$ cat src/rtl/rr_packet_mux.sv
// N-channel packet multiplexer: a small FIFO per channel, a work-conserving
// round-robin arbiter that holds the grant for multi-word packets, and a registered output.
module rr_packet_mux #(
  parameter int NUM_CH     = 4,
  parameter int DATA_W     = 35,
  parameter int FIFO_DEPTH = 4,
  localparam int CH_W      = $clog2(NUM_CH)
) (
  input  logic                     clk,
  input  logic                     reset,
  input  logic [NUM_CH*DATA_W-1:0] in_data,
  input  logic [NUM_CH-1:0]        in_valid,
  output logic [NUM_CH-1:0]        in_ready,
  input  logic                     next_ready,
  input  logic                     mem_full,
  output logic [DATA_W-1:0]        out_data,
  output logic                     out_valid,
  output logic [CH_W-1:0]          grant_ch,
  output logic                     pkt_lock
);

  localparam int AW = $clog2(FIFO_DEPTH);
  localparam int CW = $clog2(FIFO_DEPTH + 1);

  typedef enum logic {UNLOCKED, LOCKED} arb_state_e;

  arb_state_e               state_q, state_d;
  logic [NUM_CH-1:0]        push, pop, fifo_empty;
  logic [NUM_CH*DATA_W-1:0] head_flat;
  logic [CH_W-1:0]          rr_ptr, rr_sel, rr_idx, sel;
  logic                     rr_found, slot_free, load;
  logic [DATA_W-1:0]        sel_word;

  for (genvar i = 0; i < NUM_CH; i++) begin : g_fifo
    logic [DATA_W-1:0] mem [FIFO_DEPTH];
    logic [AW-1:0]     wr_ptr, rd_ptr;
    logic [CW-1:0]     count;

    assign in_ready[i]                      = (count != CW'(FIFO_DEPTH));
    assign fifo_empty[i]                    = (count == '0);
    assign push[i]                          = in_valid[i] & in_ready[i];
    assign head_flat[i*DATA_W +: DATA_W]    = mem[rd_ptr];

    always_ff @(posedge clk or negedge reset) begin
      if (!reset) begin
        wr_ptr <= '0;
        rd_ptr <= '0;
        count  <= '0;
      end else begin
        if (push[i]) wr_ptr <= wr_ptr + 1'b1;
        if (pop[i])  rd_ptr <= rd_ptr + 1'b1;
        case ({push[i], pop[i]})
          2'b10:   count <= count + 1'b1;
          2'b01:   count <= count - 1'b1;
          default: count <= count;
        endcase
      end
    end

    // Storage needs no reset: the pointers alone define what is valid.
    always_ff @(posedge clk) begin
      if (push[i]) mem[wr_ptr] <= in_data[i*DATA_W +: DATA_W];
    end
  end

  // Search starts just after the last granted channel, so a channel that
  // just finished a packet drops to lowest priority.
  always_comb begin
    rr_found = 1'b0;
    rr_sel   = '0;
    rr_idx   = '0;
    for (int k = 1; k <= NUM_CH; k++) begin
      rr_idx = CH_W'((int'(rr_ptr) + k) % NUM_CH);
      if (!rr_found && !fifo_empty[rr_idx]) begin
        rr_found = 1'b1;
        rr_sel   = rr_idx;
      end
    end
  end

  always_comb begin
    slot_free = !out_valid || next_ready;
    state_d   = state_q;
    sel       = rr_sel;
    load      = 1'b0;
    sel_word  = '0;
    pop       = '0;
    case (state_q)
      UNLOCKED: load = slot_free && !mem_full && rr_found;
      LOCKED: begin
        sel  = grant_ch;
        load = slot_free && !fifo_empty[grant_ch];
      end
      default: load = 1'b0;
    endcase
    for (int i = 0; i < NUM_CH; i++) begin
      if (sel == CH_W'(i)) sel_word = head_flat[i*DATA_W +: DATA_W];
    end
    if (load) begin
      pop[sel] = 1'b1;
      state_d  = sel_word[DATA_W-1] ? LOCKED : UNLOCKED;
    end
  end

  always_ff @(posedge clk or negedge reset) begin
    if (!reset) state_q <= UNLOCKED;
    else        state_q <= state_d;
  end

  always_ff @(posedge clk or negedge reset) begin
    if (!reset) begin
      out_data  <= '0;
      out_valid <= 1'b0;
      grant_ch  <= '0;
      rr_ptr    <= CH_W'(NUM_CH - 1);
    end else if (load) begin
      out_data  <= sel_word;
      out_valid <= 1'b1;
      grant_ch  <= sel;
      rr_ptr    <= sel;
    end else if (next_ready) begin
      out_valid <= 1'b0;
    end
  end

  assign pkt_lock = (state_q == LOCKED);

endmodule
$ cat config.mk
export PLATFORM = sky130hd
export DESIGN_NAME = rr_packet_mux
export DESIGN_NICKNAME = d
export VERILOG_FILES = /design/src/rtl/rr_packet_mux.sv
export SDC_FILE = /design/constraint.sdc
export NUM_CORES = 1
export LEC_CHECK = 0
export CAP_MARGIN = 5
export CORE_MARGIN = 2
export CORE_UTILIZATION = 58
export DETAILED_ROUTE_END_ITERATION = 10
export GPL_ROUTABILITY_DRIVEN = 0
export GPL_TIMING_DRIVEN = 1
export PLACE_DENSITY = 0.81
export SYNTH_ARGS = -nofsm -noshare
export SYNTH_HDL_FRONTEND = slang
export SYNTH_SLANG_ARGS = --single-unit
$ cat constraint.sdc
create_clock -name clk -period 3.3 [get_ports clk]
set_input_delay 0.495 -clock clk [delete_from_list [all_inputs] [get_ports clk]]
set_output_delay 0.495 -clock clk [all_outputs]
set_load 0.01 [all_outputs]
==> results of run 1 <==
[worst paths after layout]
kind                                    startpoint                   to  slack, ps  cells after the start
worst max register to register  g_fifo[0].count[0]   g_fifo[1].count[2]        330                     12
min in group clk                         rr_ptr[0]            rr_ptr[0]        480                      2
worst max-delay path            g_fifo[0].count[0]   g_fifo[1].count[2]        330                     12
worst min-delay path                         reset  g_fifo[0].wr_ptr[1]         10                      1
worst min register to register           rr_ptr[0]            rr_ptr[0]        480                      2
max in group asynchronous                    reset  g_fifo[2].rd_ptr[0]       2580                      1
[flip-flops by register name, summed over array words and instances, names as in the netlist]
| signal | cells |
|---|---|
| pkt_lock | 1 |
| g_fifo.count | 12 |
| g_fifo.wr_ptr | 8 |
| grant_ch | 2 |
| rr_ptr | 2 |
| out_data | 34 |
| out_valid | 1 |
| g_fifo.mem | 560 |
| g_fifo.rd_ptr | 8 |
[per-layer routing]
metal  track usage  wire length [um]
met1         0.342             20600
met2         0.400             26300
met3        0.0549              4380
met4        0.0897              1630
met5        0.0133                94
[final cells by class]
type / count / area, sq um / area share
clock buffer: 87 / 1680 / 0.0577
timing repair buffer: 229 / 2250 / 0.0773
tap: 539 / 674 / 0.0231
inverter: 36 / 135 / 0.00463
multi-input combinational: 427 / 5480 / 0.188
sequential: 628 / 18500 / 0.635
antenna: 5 / 12.5 / 0.000429
clock inverter: 29 / 399 / 0.0137
[where the power goes]
part	switching [uW]	total (uW)	internal, uW
sequential	856	11500	10700
combinational	5230	9430	4200
clock	2890	7150	4260
total	8980	28100	19100
[cells by family (layout without fill, tap and decap cells)]
family | Yosys count | in the layout | synth area share
other | 0 | 5 | 0
DFF | 628 | 628 | 0.759
and+or+nand+nor | 96 | 96 | 0.0198
AOI/OAI and AO/OA | 78 | 78 | 0.0256
xor gates and xnor gates | 24 | 24 | 0.00861
muxes | 205 | 205 | 0.156
adders and majority gates | 24 | 24 | 0.0135
buffers and inverters | 91 | 381 | 0.0175
[worst max-delay path: stages, from the launching register on]
cell,delay [ps]
dfrtp_1,430
or3_1,410
o22ai_1,230
a211oi_2,160
buf_4,200
or2_1,280
nor2_4,150
ha_1,190
inv_1,60
fa_1,370
xor2_1,150
nor2_1,110
xor2_1,150
[stage by stage]
| step | hold WS, ps | instance area [sq um] | worst slack, ps | util | power, uW |
|---|---|---|---|---|---|
| after floorplan | 199 | 24400 | 532 | - | 17700 |
| after global placement | 463 | 27100 | 393 | 0.648 | 20800 |
| after detailed placement | 469 | 27100 | 308 | 0.648 | 21200 |
| after CTS | 33.4 | 29200 | 350 | 0.698 | 28300 |
| after global routing | 98.8 | 29200 | 185 | 0.698 | 29300 |
| final | 13.0 | 29200 | 330 | 0.698 | 28100 |
[synthesized netlist by cell type (all sizes together) (5+ instances only)]
library cell	number	area (sq um)
xor2	11	96.3
o21ai	10	61.3
o221ai	26	228
a21oi	10	50.1
nand2	37	139
nor3	5	52.6
and3	16	100
inv	36	135
mux4	141	3180
a221oi	9	78.8
nor2	20	87.6
o31ai	10	75.1
ha	20	250
mux2i	64	641
buf	37	225
dfrtp	66	1650
edfxtp	560	16800
nand3	6	30.0
xnor2	13	114
clkbuf	18	67.6
==> flow_metrics.tcl, run 1 <==
set metrics [dict create \
    status "finished, final reports clean" \
    synth-edff-count 560 \
    start_util 0.585 \
    grt_max_degree 69 \
    final_common_cell "edfxtp_1" \
    max_freq_mhz 337 \
    drive_above_1_share 0.204 \
    grt_pass1_wl_mm 79.2 \
    synth.avg_cell_area_sq_um 21.3 \
    layoutNonFillerInstCount 1980 \
    drc 0 \
    synth_cell_type_count 49 \
    nets 1555 \
    cts_sinks 628 \
    irDropWorstVdd_mv 0.708 \
    grt_pass1_vias 12400 \
    cts_inserted_buffers 61 \
    core-area_sq_um 41800 \
    setup_violations 0 \
    synth_cells 1146 \
    cts_tree "done" \
    ctsResizeCount 0 \
    synth_nets 1318 \
    antenna_found_initial 13 \
    syn2layout_area_growth_pct 19.5 \
    num_rows 75 \
    placed_cells 1859 \
    fillerInstances 2510 \
    path_clk_slew_ps 60 \
    critical_path.max_fanout 10 \
    fp.dieW_um 209 \
    arrival_ps 3510 \
    wl_per_cell_um 26.7 \
    finalMaxSlewViolations 0 \
    finClkSkew_ps 33.7 \
    clk_latency_ps 640 \
    ctsHoldBuffers 0 \
    drt_wl_total_mm 52.9 \
    ys_ff_latch 628 \
    drt_first_pass_iters 6 \
    die_h_um 209 \
    leakage_uw 0.0101 \
    layout_common_cells "edfxtp_1 (560), clkdlybuf4s50_1 (189), mux4_2 (141)" \
    ys_async_sr_fraction 0.108 \
    crit_type "register to register" \
    rsz0062_at_grt "no" \
    synth_ff_type "edfxtp_1" \
    drt_iter0_drc 1365 \
    critPathLaunchType "register" \
    die_area_sq_um 43800 \
    crit_required_ps 3840 \
    crit_path_end_kind "register" \
    dp_hpwl_mm 34.1 \
    worst_pin_slew_ps 973 \
    power.density_nw_per_um2 964 \
    ant_nets 0 \
    vias_per_cell 6.13 \
    grt_overflow 0 \
    ios 191 \
    min_period_over_period 0.900 \
    min_period_ps 2970 \
    slew-limit-headroom 0.351 \
    clockBufferDepth 3 \
    seq_area_frac_synth 0.759 \
    grt_usage 0.249 \
    setup_tns_ps 0 \
    yosysWarnings 0 \
    h-tree-depth 2 \
    io_buffers 190 \
    hp-class "input pin to async pin" \
    drv_cap 0 \
    root_buffer "clkbuf_16" \
    num_vias 12100 \
    post_cts_buffers 0 \
    hold_viol_final 0 \
    syn_area_sq_um 24400 \
]
Power figures use the tool's default switching activity.
==> inputs of run 2 (changes only) <==
- ABC_AREA: not set -> 1
==> run 2 against run 1 <==
Synthesized cell count is 75% higher. Clock-buffer cell count up 2. Via count up 41%. Clock skew decreased by 7.8 ps. Area after synthesis rose by 3.3%. Cell area rose by 2.4%. Critical endpoint is now g_fifo[0].count[2].
==> flow_metrics.tcl, run 2 <==
set metrics [dict create \
    layout_common_cells "edfxtp_1 (560), nor2_1 (311), o21ai_0 (292)" \
    path_clk_slew_ps 60 \
    clockBufferDepth 3 \
    ctsHoldBuffers 0 \
    drive_above_1_share 0.0939 \
    synth-edff-count 560 \
    syn_area_sq_um 25200 \
    synth_cells 2007 \
    ant_nets 0 \
    rrSetupSlack_ps 250 \
    critPathLaunchType "register" \
    min_period_ps 3050 \
    drt_first_pass_iters 6 \
    ios 191 \
    synth_most_common_cell "edfxtp_1" \
    synth.avg_cell_area_sq_um 12.6 \
    core-area_sq_um 43000 \
    irDropWorstVdd_mv 0.819 \
    seq_area_frac_synth 0.735 \
    wl_met3_mm 6.09 \
    h-tree-depth 2 \
    final_core_util 0.695 \
    io_buffers 190 \
    top_layer "met4" \
    min_period_over_period 0.923 \
    yosys-top-cells-count "edfxtp_1 (560), nor2_1 (330), o21ai_0 (293)" \
    final_common_cell "edfxtp_1" \
    cts_sinks 628 \
    nets 2369 \
    hold_viol_final 0 \
    ys_ff_latch 628 \
    critical_path.max_fanout 14 \
    synth_cell_type_count 36 \
    wl_per_cell_um 22.7 \
    drc 0 \
    worst_pin_slew_ps 976 \
    antenna_found_initial 0 \
    power.density_nw_per_um2 1030 \
    rsz0062_at_grt "no" \
    synth.top_cell.area_share 0.667 \
    fillerInstances 2811 \
    syn2layout_area_growth_pct 18.5 \
    clk_latency_ps 610 \
    regMostFlops "g_fifo.mem" \
    die_h_um 212 \
    largest_reg_flops 560 \
    top_regs "g_fifo.mem (560), out_data (34), g_fifo.count (12)" \
    max_freq_mhz 328 \
    grt_pass1_wl_mm 95.4 \
    die_area_sq_um 45200 \
    yosysWarnings 0 \
    num_rows 76 \
    synth_ff_type "edfxtp_1" \
    dp_hpwl_mm 40.6 \
    vias_per_cell 6.04 \
    root_buffer "clkbuf_16" \
    grt_usage 0.284 \
    drt_iter0_drc 2344 \
    drt_wl_total_mm 64.2 \
    whs_ps 36.9 \
    grt_max_degree 73 \
    setup_violations 0 \
    ys_async_sr_fraction 0.108 \
    status "finished, final reports clean" \
    num_vias 17100 \
    synth_nets 2179 \
    cts_tree "done" \
    leakage_uw 0.0105 \
    postLayoutSetupSlackWorst_ps 253 \
    wl_met2_mm 30.4 \
    crit_type "register to register" \
    synth_area_leaders "edfxtp_1 (67%), dfrtp_1 (6.6%), o21ai_0 (5.8%)" \
    crit_path_end_kind "register" \
    start_util 0.587 \
    finClkSkew_ps 25.9 \
    post-place-ws_ps 140 \
    crit_required_ps 3770 \
    r2r_end "g_fifo[0].count[2]" \
    grt_overflow 0 \
    r2r_cells 18 \
    finalMaxSlewViolations 0 \
    slew-limit-headroom 0.349 \
    grt_pass1_vias 16400 \
    netlist.top_cell.by_area "edfxtp_1" \
    arrival_ps 3520 \
    r2r_start "rr_ptr[0]" \
    setup_tns_ps 0 \
    fp.dieW_um 212 \
    power_uw 30700 \
    hp-class "input pin to async pin" \
    drv_cap 0 \
    drt-met1-wl_mm 24.3 \
    cts_inserted_buffers 59 \
]
## run 2: changes by cell type after synthesis, moves of 69 or more
cell,before,now
o22ai_1,1,135
clkbuf_1,18,87
mux4_2,141,0
nand2_1,37,209
nor2_1,17,330
o21ai_0,7,293
## run 2: area by class of cell
cell class,count,area [sq um],share of cell area
Antenna cell,1,2.50,0.0000838
Clock buffer,89,1720,0.0576
Tap cell,585,732,0.0245
Multi-Input combinational cell,1179,5980,0.200
Inverter,88,330,0.0111
Clock inverter,21,251,0.00842
Timing Repair Buffer,241,2320,0.0777
Sequential cell,628,18500,0.620
## run 2: what timing repair did
item                                   CTS  global route
setup buffers                            0             5
setup endpoints to repair                0             3
endpoints found under the hold margin    0             0
resized for setup                        0             5
## run 2: kinds of logic (layout without fill, tap and decap cells)
logic type | count (synthesis) | count (layout) | share of synthesized area
buf+inv | 200 | 439 | 0.0331
other cells | 0 | 1 | 0
fa+ha+maj | 24 | 24 | 0.0131
xor+xnor | 16 | 16 | 0.00556
flops | 628 | 628 | 0.735
compound gates | 498 | 498 | 0.106
simple gates | 641 | 641 | 0.107
## run 2: worst max-delay path by stage
stage | start | endpoint | slack [ps] | depth (start not counted)
final | rr_ptr[0] | g_fifo[0].count[2] | 250 | 18
after global routing | rr_ptr[0] | g_fifo[0].count[2] | 30 | 18
after detailed placement | next_ready | g_fifo[0].count[2] | 140 | 15
after floorplan | rr_ptr[1] | g_fifo[0].count[2] | 460 | 20
after global placement | next_ready | g_fifo[0].count[2] | 180 | 15
after CTS | g_fifo[3].count[0] | g_fifo[2].count[2] | 240 | 19
## run 2: layer usage
metal	vias to the layer above	global-route usage
li1	7596	-
met1	8286	0.392
met2	1056	0.448
met3	170	0.0433
met4	0	0.141
met5	-	0
## run 2: through the flow
stage          area, sq um  cells
2_1_floorplan        25200   2007
3_3_place_gp         27800   2716
3_5_place_dp         27800   2716
4_1_cts              29800   2826
5_1_grt              29900   2831
6_report             29900   2832
## run 2: critical path, stage by stage, from the launching register on
cell and delay, ps:
dfstp_2 600, inv_2 120, nand2_1 90, nand2_2 70, nand3_1 100, nand2_1 100
a21oi_1 150, nand2_1 110, nand3_4 150, nand2_8 130, nor2_4 110, nand2_1 100
inv_1 90, ha_1 140, inv_1 70, fa_1 390, a21oi_1 140, o21ai_0 110
xor2_1 150
## run 2: power breakdown
| group | switching, uW | internal [uW] |
|---|---|---|
| clock network | 2850 | 3980 |
| logic | 8790 | 3700 |
| registers | 713 | 10700 |
| total | 12400 | 18300 |
